[src/rtl/control_sequencer.sv]
// Multi-cycle control sequencer: fetches over req/ack, steps the decoder bank and gates its control word.
// Optional retire counter and `retired` port are built only when CTRL_SEQ_RETIRE_CNT_EN is defined.
module control_sequencer #(
    parameter bit RESET_PC_HOLD = 1'b1
) (
    input  logic        clock,
    input  logic        reset_n,
    input  logic [31:0] imem_data,
    input  logic        imem_ack,
    output logic        imem_req,
    output logic [31:0] instruction,
    output logic [1:0]  state,
    output logic [3:0]  status,
    input  logic [28:0] dec_controlWord,
    input  logic [1:0]  dec_nextState,
    input  logic        dec_illegal,
    input  logic [3:0]  alu_status,
    input  logic        stall,
    output logic [28:0] controlWord,
`ifdef CTRL_SEQ_RETIRE_CNT_EN
    output logic [31:0] retired,
`endif
    output logic        halted
);

    typedef enum logic [1:0] {
        FETCH = 2'd0,
        EXEC  = 2'd1,
        HALT  = 2'd2
    } fsm_t;

    // Psel[28:27], regW[6], ramW[5] and SL[0]: every field that changes architectural state
    localparam logic [28:0] WRITE_MASK = 29'h1800_0061;

    fsm_t        fsm;
    logic [31:0] ir;
    logic [1:0]  step;
    logic [3:0]  flags;
    logic        halt_q;

    logic in_exec;
    logic suppress;
    logic advance;
    logic retire;
    logic load_flags;

    assign in_exec    = (fsm == EXEC);
    assign suppress   = dec_illegal | stall;
    assign advance    = in_exec & ~suppress;
    assign retire     = advance & (dec_nextState == 2'd0);
    assign load_flags = advance & dec_controlWord[0];

    assign imem_req    = reset_n & (fsm == FETCH);
    assign instruction = ir;
    assign state       = step;
    assign status      = flags;
    assign halted      = halt_q;

    // The decoder word passes straight through only in a live execute cycle.
    always_comb begin
        controlWord = '0;
        if (in_exec) begin
            if (suppress) begin
                controlWord = dec_controlWord & ~WRITE_MASK;
            end else begin
                controlWord = dec_controlWord;
            end
        end
        if (RESET_PC_HOLD && !in_exec) begin
            controlWord[28:27] = 2'b00;
        end
    end

    // Illegal takes priority over stall, so a stalled illegal instruction still halts.
    always_ff @(posedge clock or negedge reset_n) begin
        if (!reset_n) begin
            fsm    <= FETCH;
            ir     <= '0;
            step   <= '0;
            flags  <= '0;
            halt_q <= 1'b0;
        end else begin
            case (fsm)
                FETCH: begin
                    if (imem_ack) begin
                        ir   <= imem_data;
                        step <= 2'd0;
                        fsm  <= EXEC;
                    end
                end
                EXEC: begin
                    if (dec_illegal) begin
                        fsm    <= HALT;
                        halt_q <= 1'b1;
                    end else if (advance) begin
                        if (load_flags) begin
                            flags <= alu_status;
                        end
                        if (retire) begin
                            step <= 2'd0;
                            fsm  <= FETCH;
                        end else begin
                            step <= dec_nextState;
                        end
                    end
                end
                HALT: begin
                    halt_q <= 1'b1;
                end
                default: begin
                    fsm <= FETCH;
                end
            endcase
        end
    end

`ifdef CTRL_SEQ_RETIRE_CNT_EN
    // Free-running wrap at 2^32; HALT never retires so it never counts there.
    always_ff @(posedge clock or negedge reset_n) begin
        if (!reset_n) begin
            retired <= '0;
        end else if (retire) begin
            retired <= retired + 32'd1;
        end
    end
`endif

endmodule

[config.mk]
export PLATFORM = sky130hd
export DESIGN_NAME = control_sequencer
export DESIGN_NICKNAME = d
export VERILOG_FILES = /design/src/rtl/control_sequencer.sv
export SDC_FILE = /design/constraint.sdc
export NUM_CORES = 1
export LEC_CHECK = 0
export ABC_AREA = 1
export BUFFER_PORTS_ARGS = -buffer_cell sky130_fd_sc_hd__buf_2
export CAP_MARGIN = 20
export CORE_MARGIN = 2
export CORE_UTILIZATION = 30
export CTS_BUF_LIST = sky130_fd_sc_hd__clkbuf_8 sky130_fd_sc_hd__clkbuf_16
export DETAILED_ROUTE_END_ITERATION = 10
export GPL_TIMING_DRIVEN = 0
export PLACE_DENSITY = 0.69
export REMOVE_ABC_BUFFERS = 1
export SLEW_MARGIN = 20
export SYNTH_ARGS = -nofsm -noshare
export SYNTH_HDL_FRONTEND = slang
export SYNTH_SLANG_ARGS = --single-unit
[constraint.sdc]
create_clock -name clock -period 2.9 [get_ports clock]
set_clock_uncertainty 0.15 [all_clocks]
set_input_delay 0.58 -clock clock [delete_from_list [all_inputs] [get_ports clock]]
set_output_delay 0.58 -clock clock [all_outputs]
set_load 0.03 [all_outputs]
==> impl_metrics.yaml <==
route:
  postRouteAntennaNets: 0
  first_pass_iters: 4
  wl_per_cell_um: 11.2
  vias: 2059
  drc: 0
  routed_wl_mm: 5.12
  viasPerCell: 4.50
  drt_iter0_markers: 46
critical_path:
  cpMaxStageDelayCell: "dfrtp_1"
  worstSetupEndpointType: "output port"
  cp_cell_sequence: "inv_2 > nand2_1 > nor2_1 > buf_2"
  path_max_fanout: 29
  required_ns: 2.17
  worstSetupPathType: "reg -> out"
  slowest_delay_ns: 0.47
  critPathArrivalTime_ns: 1.83
  start_kind: "flip-flop"
  regToRegSetupSlack_ns: 0.87
cts:
  clockRootBuffer: "clkbuf_8"
  insertion_delay_ns: 0.28
  path_clk_slew_ns: 0.07
  cts_buffers: 5
  cts.sinks: 41
  holdBufCountCts: 0
  post-cts-setup-buffer-count: 0
  htree_levels: 2
  clock_path_buffers: 2
  cts.repair.resized: 0
  cts_tree: "built"
job:
  drv_cap: 0
place:
  dp_hpwl_mm: 3.85
  placed_cells: 450
  preCtsSetupSlack_ns: 0.350
  place.gp.congestion: 0.767
  port_buffers: 140
layout:
  mostFrequentLayoutCell: "buf_2"
  drive_gt1_share_pct: 40.4
  area_growth_pct: 43.1
  nets: 452
  final_cells: 458
  most-common-layout-cells: "140 x buf_2, 85 x nand2_1, 41 x dfrtp_1, 35 x nand3_1, 31 x nor2_1"
  fill_cells: 681
  antenna_cells: 0
sta:
  drv_slew: 0
  setup_ws_ns: 0.336
  period_minus_slack_ns: 2.56
  relSlewSlack_pct: 37.9
  setup_tns_ns: 0
  tightest_slew_ns: 0.931
  period_share_pct: 88.4
  final-hold-violation-count: 0
  fmax_ghz: 0.390
  whs_ns: 0.285
  setup_violations: 0
  rsz0062_at_grt: "false"
worst_hold_path:
  hold_class: "in -> async"
logic_synthesis:
  yosysUniqueCellTypes: 16
  syn_area_sq_um: 1920
  ys_seq_area_share_pct: 53.3
  netlist_instances: 247
  yosys_warnings: 0
  synth_area_per_cell_sq_um: 7.79
  synth-seq-cells: 41
pwr:
  share_comb_of_total_power_pct: 54.1
  p_clk_share_pct: 14.8
  ir_drop_mv: 0.464
  power_uw: 3160
  powerDensity_nw_per_um2: 1150
  switching_share_pct: 50.8
  seqPwrFrac_pct: 31.1
  p_sw_uw: 1610
  intPower_uw: 1550
  p_leak_uw: 0.00176
floorplanning:
  die_w_um: 84.1
  num_rows: 29
  die-area_sq_um: 7070
  die_h_um: 84.1
  core_area_sq_um: 6280
  start_util_pct: 30.7
  ios: 141
global_routing:
  grt_pass1_vias: 1992
  antenna_found_initial: 0
  grtUsageTotal_pct: 15.3
  grt_max_degree: 43
  grt.overflow.total: 0
  grt_pass1_wl_mm: 8.90
outcome:
  outcome: "complete, no violations"
[through the flow]
stage / utilization [%] / cell area [sq um]
after floorplan: - / 1840
after global placement: 42.0 / 2640
after detailed placement: 42.0 / 2640
after CTS: 43.9 / 2750
after global routing: 43.9 / 2750
final: 43.9 / 2750
[flip-flops by register name, summed over array words and instances, names as in the netlist]
| signal | cells |
|---|---|
| halted | 1 |
| instruction | 32 |
| state | 2 |
| fsm | 2 |
| status | 4 |
[cell type report]
class | count | area [sq um] | area share (%)
Multi-Input combinational cell | 163 | 706 | 25.6
Timing Repair Buffer | 140 | 701 | 25.4
Inverter | 29 | 109 | 3.95
Clock buffer | 6 | 82.6 | 3.00
Clock inverter | 2 | 33.8 | 1.23
Sequential cell | 41 | 1030 | 37.3
Tap cell | 77 | 96.3 | 3.50
[cell usage after synthesis, drive strengths merged]
cell / instances / area share (%)
buf: 12 / 4.0
dfrtp: 41 / 53
clkbuf: 2 / 0.39
nand2: 86 / 17
nand3b: 1 / 0.39
nand3: 36 / 9.6
inv: 29 / 5.7
nor2: 34 / 7.5
nand4: 6 / 2.0
[worst paths after layout]
path / cells past startpoint / to / start
setup / recovery: 4 / controlWord[22] / fsm[1]$_DFFE_PN0P_
hold / removal: 1 / instruction[4]$_DFFE_PN0P_ / reset_n
setup reg to reg: 4 / state[1]$_DFFE_PN0P_ / fsm[0]$_DFFE_PN0P_
hold reg to reg: 2 / instruction[12]$_DFFE_PN0P_ / instruction[12]$_DFFE_PN0P_
max in group asynchronous: 1 / status[3]$_DFFE_PN0P_ / reset_n
min in group clock: 2 / instruction[12]$_DFFE_PN0P_ / instruction[12]$_DFFE_PN0P_
[power groups by stage]
stage / Sequential [uW] / Combinational [uW] / Clock, uW
3_5_place_dp: 992 / 1740 / 0
2_1_floorplan: 1490 / 672 / 0
6_report: 982 / 1710 / 469
5_1_grt: 1020 / 1880 / 511
3_3_place_gp: 983 / 1720 / 0
4_1_cts: 985 / 1740 / 489
[kinds of logic after synthesis]
| kind of cell | after synthesis | synth area share (%) |
|---|---|---|
| and+or+nand+nor | 163 | 36.7 |
| DFF | 41 | 53.3 |
| buffers and inverters | 43 | 10.0 |
[routing by layer]
metal / share of wire [%] / track usage [%] / up-vias / wire length, um
met2: 51 / 28.8 / 104 / 2610
li1: - / - / 1016 / -
met5: 0 / 0 / - / 0
met4: 1.0 / 4.25 / 0 / 53
met3: 11 / 4.85 / 6 / 552
met1: 37 / 16.2 / 933 / 1910
[worst max-delay path, delay by kind of cell (launching register included)]
family,cells,cell delay (ns)
flops,1,0.47
simple gates,2,0.75
buf+inv,2,0.34
No activity file was read; power rests on OpenSTA's default activity.
